## config.mk

```make
export PLATFORM = sky130hd
export DESIGN_NAME = pkt_tx_fmb_flat
export DESIGN_NICKNAME = d
export VERILOG_FILES = /design/src/rtl/pkt_pkg.sv /design/src/rtl/pkt_tx_fmb_if.sv /design/src/rtl/pkt_tx_bytesel.sv /design/src/rtl/pkt_tx_fmb.sv /design/src/flat_wrapper.sv
export SDC_FILE = /design/constraint.sdc
export NUM_CORES = 1
export LEC_CHECK = 0
export CORE_UTILIZATION = 55
export DETAILED_ROUTE_END_ITERATION = 10
export DONT_BUFFER_PORTS = 1
export PLACE_DENSITY = 0.72
export SYNTH_ARGS = -nofsm -noshare
export SYNTH_HDL_FRONTEND = slang
export SYNTH_SLANG_ARGS = --single-unit
```

## constraint.sdc

```tcl
create_clock -name clk -period 4.1 [get_ports clk]
set_clock_uncertainty 0.1 [all_clocks]
set_input_delay 0.41 -clock clk [delete_from_list [all_inputs] [get_ports clk]]
set_output_delay 0.41 -clock clk [all_outputs]
set_load 0.02 [all_outputs]
```

## src/rtl/pkt_pkg.sv

```systemverilog
// Shared packet definitions for the routing/clustering TX formatter and the receive-side parser.
// Packet type codes, byte lengths and the formatter FSM state type live here.
package pkt_pkg;

    localparam logic [7:0] PKT_HB   = 8'h01;
    localparam logic [7:0] PKT_QUPD = 8'h02;

    localparam int PKT_HB_LEN   = 5;
    localparam int PKT_QUPD_LEN = 15;
    localparam int CHK_LEN      = 1;

    // Word slots after the type byte: nodeID, hops, qValue, energy, hopsFromCH, chosenCH, chosenHop
    localparam int NUM_WORDS = 7;

    typedef enum logic [1:0] {
        IDLE,
        SEND,
        DONE
    } tx_state_t;

    function automatic logic isLegalType(input logic [7:0] t);
        return (t == PKT_HB) || (t == PKT_QUPD);
    endfunction

    function automatic logic [4:0] dataLen(input logic [7:0] t);
        return (t == PKT_HB) ? 5'(PKT_HB_LEN) : 5'(PKT_QUPD_LEN);
    endfunction

endpackage

```

## src/rtl/pkt_tx_fmb_if.sv

```systemverilog
// Byte-stream handshake between the packet formatter (master) and the radio TX buffer (slave).
interface pkt_tx_fmb_if #(
    parameter int BYTE_WIDTH = 8
);
    logic [BYTE_WIDTH-1:0] tx_data;
    logic                  tx_valid;
    logic                  tx_ready;
    logic                  tx_last;

    modport master (output tx_data, output tx_valid, output tx_last, input tx_ready);
    modport slave  (input tx_data, input tx_valid, input tx_last, output tx_ready);
endinterface

```

## src/rtl/pkt_tx_bytesel.sv

```systemverilog
// Combinational byte picker: maps a byte index onto the snapshotted type byte and field words,
// big-endian (high byte of each word first).
module pkt_tx_bytesel
    import pkt_pkg::*;
#(
    parameter int WORD_WIDTH = 16,
    parameter int BYTE_WIDTH = 8
) (
    input  logic [7:0]                           pktType,
    input  logic [NUM_WORDS-1:0][WORD_WIDTH-1:0] words,
    input  logic [4:0]                           byteIdx,
    output logic [BYTE_WIDTH-1:0]                byteOut
);

    logic [4:0] offs;
    logic [3:0] wordSel;

    assign offs    = byteIdx - 5'd1;
    assign wordSel = offs[4:1];

    always_comb begin
        // NOTE: every always_comb output gets a default first so no path can infer a latch.
        byteOut = '0;
        if (byteIdx == 5'd0) begin
            byteOut = pktType;
        end else begin
            for (int w = 0; w < NUM_WORDS; w++) begin
                if (int'(wordSel) == w) begin
                    byteOut = offs[0] ? words[w][BYTE_WIDTH-1:0]
                                      : words[w][WORD_WIDTH-1 -: BYTE_WIDTH];
                end
            end
        end
    end

endmodule

```

## src/rtl/pkt_tx_fmb.sv

```systemverilog
// Transmit-side packet formatter: snapshots own routing fields on start and streams them as bytes.
// Optional trailing XOR checksum byte when PKT_TX_CHECKSUM_EN is defined.
module pkt_tx_fmb
    import pkt_pkg::*;
#(
    parameter int WORD_WIDTH = 16,
    parameter int BYTE_WIDTH = 8
) (
    input  logic                  clk,
    input  logic                  rst,
    input  logic                  start,
    input  logic [7:0]            pktType,
    input  logic [WORD_WIDTH-1:0] myNodeID,
    input  logic [WORD_WIDTH-1:0] myHops,
    input  logic [WORD_WIDTH-1:0] myQValue,
    input  logic [WORD_WIDTH-1:0] myEnergy,
    input  logic [WORD_WIDTH-1:0] hopsFromCH,
    input  logic [WORD_WIDTH-1:0] chosenCH,
    input  logic [WORD_WIDTH-1:0] chosenHop,
    pkt_tx_fmb_if.master          txIf,
    output logic                  busy,
    output logic                  done,
    output logic                  err
);

`ifdef PKT_TX_CHECKSUM_EN
    localparam logic [4:0] CHK_BYTES = 5'(CHK_LEN);
`else
    localparam logic [4:0] CHK_BYTES = 5'd0;
`endif

    tx_state_t                           state;
    tx_state_t                           stateNext;
    logic [NUM_WORDS-1:0][WORD_WIDTH-1:0] snapWords;
    logic [7:0]                          snapType;
    logic [4:0]                          byteIdx;
    logic [4:0]                          frameLen;
    logic [BYTE_WIDTH-1:0]               chkAcc;
    logic [BYTE_WIDTH-1:0]               selByte;
    logic [BYTE_WIDTH-1:0]               curByte;
    logic                                startOk;
    logic                                accept;
    logic                                isLast;
    logic                                errNext;

    assign startOk = (state == IDLE) && start && isLegalType(pktType);
    assign accept  = (state == SEND) && txIf.tx_ready;
    assign isLast  = (byteIdx == frameLen - 5'd1);

    pkt_tx_bytesel #(
        .WORD_WIDTH (WORD_WIDTH),
        .BYTE_WIDTH (BYTE_WIDTH)
    ) u_bytesel (
        .pktType (snapType),
        .words   (snapWords),
        .byteIdx (byteIdx),
        .byteOut (selByte)
    );

`ifdef PKT_TX_CHECKSUM_EN
    // The final slot carries the XOR of everything already accepted.
    assign curByte = isLast ? chkAcc : selByte;
`else
    assign curByte = selByte;
`endif

    always_ff @(posedge clk) begin
        // NOTE: sequential state uses non-blocking assignments so every flop samples pre-edge values.
        if (rst) begin
            state     <= IDLE;
            err       <= 1'b0;
            byteIdx   <= '0;
            frameLen  <= '0;
            chkAcc    <= '0;
            snapType  <= '0;
            // NOTE: the snapshot bank is plain registers, so it is cleared with everything else.
            snapWords <= '0;
        end else begin
            state <= stateNext;
            err   <= errNext;
            if (startOk) begin
                snapType  <= pktType;
                snapWords <= {chosenHop, chosenCH, hopsFromCH, myEnergy,
                              myQValue, myHops, myNodeID};
                frameLen  <= dataLen(pktType) + CHK_BYTES;
                byteIdx   <= '0;
                chkAcc    <= '0;
            end else if (accept) begin
                chkAcc <= chkAcc ^ curByte;
                if (!isLast) begin
                    byteIdx <= byteIdx + 5'd1;
                end
            end
        end
    end

    always_comb begin
        stateNext = state;
        errNext   = 1'b0;
        case (state)
            IDLE: begin
                if (start) begin
                    if (isLegalType(pktType)) begin
                        stateNext = SEND;
                    end else begin
                        errNext = 1'b1;
                    end
                end
            end
            SEND: begin
                if (accept && isLast) begin
                    stateNext = DONE;
                end
            end
            DONE:    stateNext = IDLE;
            default: stateNext = IDLE;
        endcase
    end

    assign txIf.tx_valid = (state == SEND);
    assign txIf.tx_last  = (state == SEND) && isLast;
    assign txIf.tx_data  = (state == SEND) ? curByte : '0;
    assign busy          = (state != IDLE);
    assign done          = (state == DONE);

endmodule

```

## src/flat_wrapper.sv

```systemverilog
// flat-port wrapper written by rule: the top's interface ports become plain ports
module pkt_tx_fmb_flat import pkt_pkg::*;
#(
    parameter int WORD_WIDTH = 16,
    parameter int BYTE_WIDTH = 8
)
  (clk, rst, start, pktType, myNodeID, myHops, myQValue, myEnergy, hopsFromCH, chosenCH, chosenHop, busy, done, err, txIf_tx_data, txIf_tx_valid, txIf_tx_last, txIf_tx_ready);
  pkt_tx_fmb_if #(.BYTE_WIDTH(BYTE_WIDTH)) txIf_i ();
  input  logic clk;
  input  logic rst;
  input  logic start;
  input  logic [7:0] pktType;
  input  logic [WORD_WIDTH-1:0] myNodeID;
  input  logic [WORD_WIDTH-1:0] myHops;
  input  logic [WORD_WIDTH-1:0] myQValue;
  input  logic [WORD_WIDTH-1:0] myEnergy;
  input  logic [WORD_WIDTH-1:0] hopsFromCH;
  input  logic [WORD_WIDTH-1:0] chosenCH;
  input  logic [WORD_WIDTH-1:0] chosenHop;
  output logic busy;
  output logic done;
  output logic err;
  output wire logic [$bits(txIf_i.tx_data)-1:0] txIf_tx_data;
  output wire logic [$bits(txIf_i.tx_valid)-1:0] txIf_tx_valid;
  output wire logic [$bits(txIf_i.tx_last)-1:0] txIf_tx_last;
  input wire logic [$bits(txIf_i.tx_ready)-1:0] txIf_tx_ready;
  assign txIf_tx_data = txIf_i.tx_data;
  assign txIf_tx_valid = txIf_i.tx_valid;
  assign txIf_tx_last = txIf_i.tx_last;
  assign txIf_i.tx_ready = txIf_tx_ready;
  pkt_tx_fmb #(.WORD_WIDTH(WORD_WIDTH), .BYTE_WIDTH(BYTE_WIDTH)) u_core (.clk(clk), .rst(rst), .start(start), .pktType(pktType), .myNodeID(myNodeID), .myHops(myHops), .myQValue(myQValue), .myEnergy(myEnergy), .hopsFromCH(hopsFromCH), .chosenCH(chosenCH), .chosenHop(chosenHop), .txIf(txIf_i), .busy(busy), .done(done), .err(err));
endmodule
```

==> results by group, run 1 <==
GRT
  – First-pass GRT wire length: 26.3 mm
  – Vias in the first global route: 5450
  – Gr usage total: 30.2%
  – Largest net degree at the start of global routing: 120
  – Initial antenna violation count: 1
  – Total grt overflow: 0

Pwr
  – Peak VDD IR: 0.000295 V
  – Sequential power share: 44.5%
  – Switching pwr: 595 uW
  – Switch share: 20.8%
  – Int Pwr: 2.26 mW
  – Gate power share: 4.7%
  – Total Power: 2.85 mW
  – Clock power frac: 50.8%
  – Leak: 2.61 nW
  – Pwr Density: 367 mW/mm^2

Route
  – Met2 routed WL: 8.10 mm
  – Avg WL per Cell: 17.0 um
  – Via Count: 5647
  – Violation count after the first detailed-route iteration: 470
  – Vias/cell: 5.71
  – Final ANT Viol Nets: 0
  – Metal-1 WL: 7.16 mm
  – Metal3 WL: 1.08 mm
  – Drt pass-1 iters: 5
  – # DRC: 0
  – DR top layer: met4
  – Routed WL: 16.8 mm

Worst hold path
  – Hold path depth: 2
  – Worst hold endpoint: u_core.frameLen[1]$_SDFFE_PP0P_
  – Min-delay worst type: input pin to register
  – Hold_sp: pktType[0]

Final layout
  – Post-layout util: 74.3%
  – Multi-input gate area: 0.00311 mm^2
  – FF+latch area: 0.00260 mm^2
  – Fin area: 0.00777 mm^2
  – Share of post-route cells with drive strength above 1: 7.63%
  – Filler cells: 771
  – Area delta synth->final: 29.0%
  – Fin nets: 969
  – Commonest cells after routing, fill and taps aside: 236 x nand2_1, 129 x dfxtp_1, 127 x a21oi_1
  – Finished Layout Cells: 989
  – Commonest non-fill, non-tap cell in the layout: nand2_1

Floorplanning
  – Rows: 37
  – Core area: 0.0105 mm^2
  – Starting Density: 57.6%
  – I/O pin count: 137
  – Die ar.: 0.0114 mm^2
  – Die Y: 107 um
  – Die W: 107 um

Synth
  – Post-synthesis cell count: 746
  – Avg Cell Area, Syn: 8.08 um^2
  – Yosys top cell by area: dfxtp_1
  – Yosys warns: 0
  – Synth area leaders: dfxtp_1 43%, nand2_1 15%, a21oi_1 11%
  – Async set or reset register ratio after synthesis: 0%
  – Mapped Area: 0.00602 mm^2
  – Post-synth EDFFs: 0
  – Post-Syn Nets: 875
  – Area fraction of the dominant cell type after synthesis: 43.2%
  – FF+latch count, synth: 130
  – Seq/Total Area, Yosys: 43.2%
  – Top FF cell, synth: dfxtp_1
  – Netlist cell types: 47

Setup path
  – Worst path cell trace: inv_1, ha_1, nand2b_1, or4b_2, o311ai_1, a221oi_1, o22ai_1
  – Crit. End Element: output pin
  – Max FO, Critical Path: 8
  – Req. time, crit path: 3.59 ns
  – Crit Path Class: register to output pin
  – Worst Reg-to-Reg Cells: 7
  – Worst Setup Start Kind: register
  – Critical Path AT: 3.18 ns
  – Slowest library cell on the worst path: or4b_2
  – Critical Path Max Stage Delay: 0.65 ns
  – Reg2reg end: u_core.snapWords[54]$_SDFFE_PP0P_
  – R2r setup slk: 0.84 ns
  – Worst r2r src: u_core.state[1]$_SDFFE_PP0P_
  – CP delay by family, top: compound AO/OA/AOI/OAI gates
  – Worst path buffer plus inverter count: 1

Clocking
  – H-Tree Level Count: 4
  – TritonCTS Buffers: 17
  – Cts repair resizes: 0
  – CTS Sinks: 130
  – Clock transition at path regs: 0.06 ns
  – Clk Latency, worst-skew pair: 0.53 ns
  – CTS root buffer: clkbuf_8
  – Clk buf depth: 2
  – TritonCTS clock tree: done

STA
  – Max Slew Vio Count: 0
  – Setup TNS: 0 ns
  – Setup-failing EPs final: 0
  – Unrepaired setup endpoints after global routing: false
  – Minimum hold slack: 0.0307 ns
  – Hold Vio Cnt, Final: 0
  – Rel. slew slack: 31.3%
  – Worst-Margin Slew: 1.03 ns
  – Fin crit share: 90.0%
  – Max Fclk: 271 MHz
  – Fin crit period: 3.69 ns
  – Final WS setup: 0.408 ns

Run
  – Max Cap Viol: 0

Placed design
  – Port Buffer Count: 0
  – DP HPWL: 10.1 mm
  – Post-DP Area: 0.00600 mm^2
  – Pre-CTS WS: 1.00 ns
  – GP Congestion: 0.918
  – Placed insts: 839

Run status
  – Status: finished, final reports clean
flip-flops by register name (all words and copies together), names as in the netlist:
name / count
u_core.state: 2
u_core.snapType: 8
u_core.snapWords: 112
u_core.frameLen: 2
u_core.err: 1
u_core.byteIdx: 5
cells in the mapped netlist, types with 3 or more instances:
master      n
o21ai_0     8
mux4_2      8
nand2b_1    5
nand3_1     3
buf_6       6
xor2_1      3
mux2_2      8
clkbuf_1   24
inv_1       7
nand2_1   237
nor2_1     14
a211oi_1    9
mux2i_1    34
a21oi_1   127
a21o_1     14
nor3_1     10
buf_2      21
xnor2_1    10
and2_1      7
ha_1        5
dfxtp_1   130
a31oi_1     9
o22ai_1    16
power by group through the flow:
stage	logic, mW	clock network (mW)	registers (mW)
floorplan	0.0320	0	1.30
global placement	0.0193	0	1.30
detailed placement	0.0199	0	1.30
CTS	0.128	1.47	1.27
global route	0.141	1.52	1.27
finish	0.133	1.45	1.27
how the worst max path moves through the flow:
stage / endpoint / depth (start not counted) / slack [ns] / startpoint
after floorplan: txIf_tx_data[2] / 10 / 0.85 / u_core.byteIdx[0]$_SDFFE_PP0P_
after global placement: txIf_tx_data[0] / 7 / 1.08 / u_core.byteIdx[0]$_SDFFE_PP0P_
after detailed placement: txIf_tx_data[0] / 7 / 1.0 / u_core.byteIdx[0]$_SDFFE_PP0P_
after CTS: txIf_tx_data[0] / 7 / 0.40 / u_core.byteIdx[0]$_SDFFE_PP0P_
after global routing: txIf_tx_data[0] / 7 / 0.23 / u_core.byteIdx[0]$_SDFFE_PP0P_
final: txIf_tx_data[0] / 7 / 0.41 / u_core.byteIdx[0]$_SDFFE_PP0P_
layout make-up:
class                           count  area share (%)
Clock inverter                      9            1.37
Tap cell                          136            2.19
Antenna cell                        1          0.0322
Clock buffer                       22            5.96
Multi-Input combinational cell    554            40.0
Sequential cell                   130            33.5
Timing Repair Buffer              130            16.6
Inverter                            7           0.338
cells by family (layout without fill, tap and decap cells):
kind of cell	Yosys count	in the layout	synth area share [%]
AO/OA/AOI/OAI	194	194	18.3
XOR/XNOR	13	13	1.89
adder cells (fa/ha/maj)	5	5	1.04
buffers and inverters	62	168	5.36
flip-flops	130	130	43.2
multiplexers	50	50	10.1
other	0	1	0
AND/OR/NAND/NOR	292	292	20.1
what timing repair did:
| item | 4_1_cts | 5_1_grt |
|---|---|---|
| buffers inserted | 0 | 0 |
| hold buffers | 118 | 0 |
| endpoints found under the hold margin | 119 | 0 |
metal layers:
layer | GRT usage [%] | vias to the layer above
met3 | 7.84 | 39
met1 | 36.7 | 2637
li1 | - | 2744
met5 | 0 | -
met2 | 50.0 | 227
met4 | 13.6 | 0
No activity file was read; power rests on OpenSTA's default activity.
==> run 2, diff against run 1 <==
- CORE_MARGIN: default -> 3
- PLACE_DENSITY: 0.72 -> default
- PLACE_DENSITY_LB_ADDON: default -> 0.2
==> run 2 against run 1 <==
  * Sequential power hardly changed
  * Global-route usage is 2.3 points lower
  * Count of clock-buffer cells in the layout is 3 higher
  * Power is 2.6% higher
  * Wire length is 1.1% higher
  * Register-to-register slack worse by 0.10 ns
  * Utilization is 0.065 points lower
  * Hold slack better by 0.013 ns
  * Via count is 0.25% lower
  * Non-clock buffer count is 4 lower
  * Die area is 7.6% higher
==> results by group, run 2 (same netlist as run 1, synthesis figures left out) <==
Run status
  – Status: finished, final reports clean (unchanged)

Setup path
  – Req. time, crit path: 3.59 ns (about the same)
  – Max FO, Critical Path: 37 (was 8)
  – Slowest library cell on the worst path: or4b_2 (unchanged)
  – R2r setup slk: 0.74 ns (was 0.84 ns)
  – Crit. End Element: output pin (unchanged)
  – Critical Path Max Stage Delay: 0.63 ns (was 0.65 ns)
  – CP delay by family, top: compound AO/OA/AOI/OAI gates (unchanged)
  – Worst path cell trace: buf_4, nor2_1, or4b_2, o311ai_1, a211oi_1, o22ai_1 (was inv_1, ha_1, nand2b_1, or4b_2, o311ai_1, a221oi_1, o22ai_1)
  – Worst Setup Start Kind: register (unchanged)
  – Critical Path AT: 3.47 ns (was 3.18 ns)
  – Worst path buffer plus inverter count: 1 (unchanged)
  – Crit Path Class: register to output pin (unchanged)

Pwr
  – Gate power share: 4.5% (was 4.7%)
  – Leak: 2.61 nW (about the same)
  – Sequential power share: 43.4% (was 44.5%)
  – Int Pwr: 2.35 mW (was 2.26 mW)
  – Pwr Density: 376 mW/mm^2 (was 367 mW/mm^2)
  – Switching pwr: 584 uW (was 595 uW)
  – Total Power: 2.93 mW (was 2.85 mW)
  – Switch share: 19.9% (was 20.8%)
  – Peak VDD IR: 0.000459 V (was 0.000295 V)
  – Clock power frac: 52.1% (was 50.8%)

STA
  – Setup-failing EPs final: 0 (unchanged)
  – Fin crit period: 3.98 ns (was 3.69 ns)
  – Fin crit share: 97.2% (was 90.0%)
  – Max Slew Vio Count: 0 (unchanged)
  – Rel. slew slack: 26.8% (was 31.3%)
  – Worst-Margin Slew: 1.10 ns (was 1.03 ns)
  – Hold Vio Cnt, Final: 0 (unchanged)
  – Max Fclk: 251 MHz (was 271 MHz)
  – Final WS setup: 0.117 ns (was 0.408 ns)

GRT
  – Initial antenna violation count: 0 (was 1)
  – Gr usage total: 27.9% (was 30.2%)
  – Vias in the first global route: 5670 (was 5450)
  – Largest net degree at the start of global routing: 120 (unchanged)
  – Total grt overflow: 0 (unchanged)
  – First-pass GRT wire length: 27.6 mm (was 26.3 mm)

Final layout
  – Commonest non-fill, non-tap cell in the layout: nand2_1 (unchanged)
  – Max reg flops: 112 (unchanged)
  – Commonest cells after routing, fill and taps aside: 236 x nand2_1, 129 x dfxtp_1, 127 x a21oi_1 (unchanged)
  – Post-layout util: 74.2% (was 74.3%)
  – Finished Layout Cells: 985 (was 989)
  – Fin area: 0.00780 mm^2 (was 0.00777 mm^2)
  – Share of post-route cells with drive strength above 1: 7.42% (was 7.63%)
  – Top reg by flops: u_core.snapWords (unchanged)
  – Filler cells: 752 (was 771)
  – Area delta synth->final: 29.4% (was 29.0%)
  – Largest registers: u_core.snapWords x112, u_core.snapType x8, u_core.byteIdx x5 (unchanged)
  – Fin nets: 965 (was 969)
  – N_diodes: 0 (was 1)

Route
  – Violation count after the first detailed-route iteration: 509 (was 470)
  – Final ANT Viol Nets: 0 (unchanged)
  – Routed WL: 17.0 mm (was 16.8 mm)
  – Avg WL per Cell: 17.3 um (was 17.0 um)
  – # DRC: 0 (unchanged)
  – Vias/cell: 5.72 (was 5.71)
  – Drt pass-1 iters: 8 (was 5)
  – Via Count: 5633 (was 5647)

Placed design
  – DP HPWL: 10.2 mm (was 10.1 mm)
  – Pre-CTS WS: 0.680 ns (was 1.00 ns)
  – GP Congestion: 0.862 (was 0.918)
  – Post-DP Area: 0.00598 mm^2 (was 0.00600 mm^2)
  – Placed insts: 835 (was 839)
  – Port Buffer Count: 0 (unchanged)

Clocking
  – Postcts setup bufs: 0 (unchanged)
  – Clk Latency, worst-skew pair: 0.53 ns (about the same)
  – TritonCTS Buffers: 17 (unchanged)
  – H-Tree Level Count: 4 (unchanged)
  – CTS root buffer: clkbuf_8 (unchanged)
  – Clock transition at path regs: 0.06 ns (about the same)
  – CTS Sinks: 130 (unchanged)
  – Clk buf depth: 2 (unchanged)
  – TritonCTS clock tree: done (unchanged)

Floorplanning
  – Starting Density: 57.3% (was 57.6%)
  – Die ar.: 0.0122 mm^2 (was 0.0114 mm^2)
  – I/O pin count: 137 (unchanged)
  – Die Y: 111 um (was 107 um)
  – Rows: 37 (unchanged)
  – Core area: 0.0105 mm^2 (about the same)
  – Die W: 111 um (was 107 um)

Run
  – Max Cap Viol: 0 (unchanged)

Worst hold path
  – Min-delay worst type: input pin to register (unchanged)
## run 2: cell count changes in the layout (fill, tap and decap cells not counted), sizes merged
cell,delta
clkinvlp,-1
bufinv,+1
buf,-4
clkinv,-2
clkbuf,+3
diode,-1
## run 2: cell type report
type                    count  area [um^2]  share of cell area, %
clock buffers              25          484                   6.21
inverters                   7         26.3                  0.337
repair buffers            126         1260                   16.1
flip-flops and latches    130         2600                   33.4
clock inverters             7          123                   1.57
multi-input cells         554         3130                   40.2
well taps                 136          170                   2.18
## run 2: worst paths after layout
| check | cells past startpoint | to | startpoint |
|---|---|---|---|
| max | 6 | txIf_tx_data[4] | u_core.byteIdx[0]$_SDFFE_PP0P_ |
| min | 2 | u_core.snapType[7]$_SDFFE_PP0P_ | rst |
| min reg2reg | 2 | u_core.snapWords[75]$_SDFFE_PP0P_ | u_core.snapWords[75]$_SDFFE_PP0P_ |
| max reg2reg | 6 | u_core.snapWords[94]$_SDFFE_PP0P_ | u_core.state[1]$_SDFFE_PP0P_ |
## run 2: metal layers
| layer | up-vias | part of all wire (%) | track usage, % |
|---|---|---|---|
| li1 | 2729 | - | - |
| met1 | 2626 | 41 | 33.0 |
| met2 | 224 | 50 | 48.0 |
| met3 | 54 | 5.7 | 7.91 |
| met4 | 0 | 3.0 | 10.4 |
| met5 | - | 0 | 0 |
## run 2: repair_timing
item                       CTS  global route
gates resized for setup      0             2
hold buffers               118             0
setup endpoints to repair    0             2
hold endpoints to repair   119             0
## run 2: power groups by stage
| stage | logic, mW | clock network, mW | registers (mW) |
|---|---|---|---|
| CTS | 0.128 | 1.55 | 1.27 |
| finish | 0.133 | 1.53 | 1.27 |
| floorplan | 0.0320 | 0 | 1.30 |
| global route | 0.143 | 1.60 | 1.27 |
| detailed placement | 0.0199 | 0 | 1.30 |
| global placement | 0.0191 | 0 | 1.30 |
## run 2: through the flow
stage	setup TNS, ns	hold WS, ns
5_1_grt	-0.00924	0.0348
3_3_place_gp	0	0.335
4_1_cts	0	0.0232
2_1_floorplan	0	0.324
6_report	0	0.0436
3_5_place_dp	0	0.340
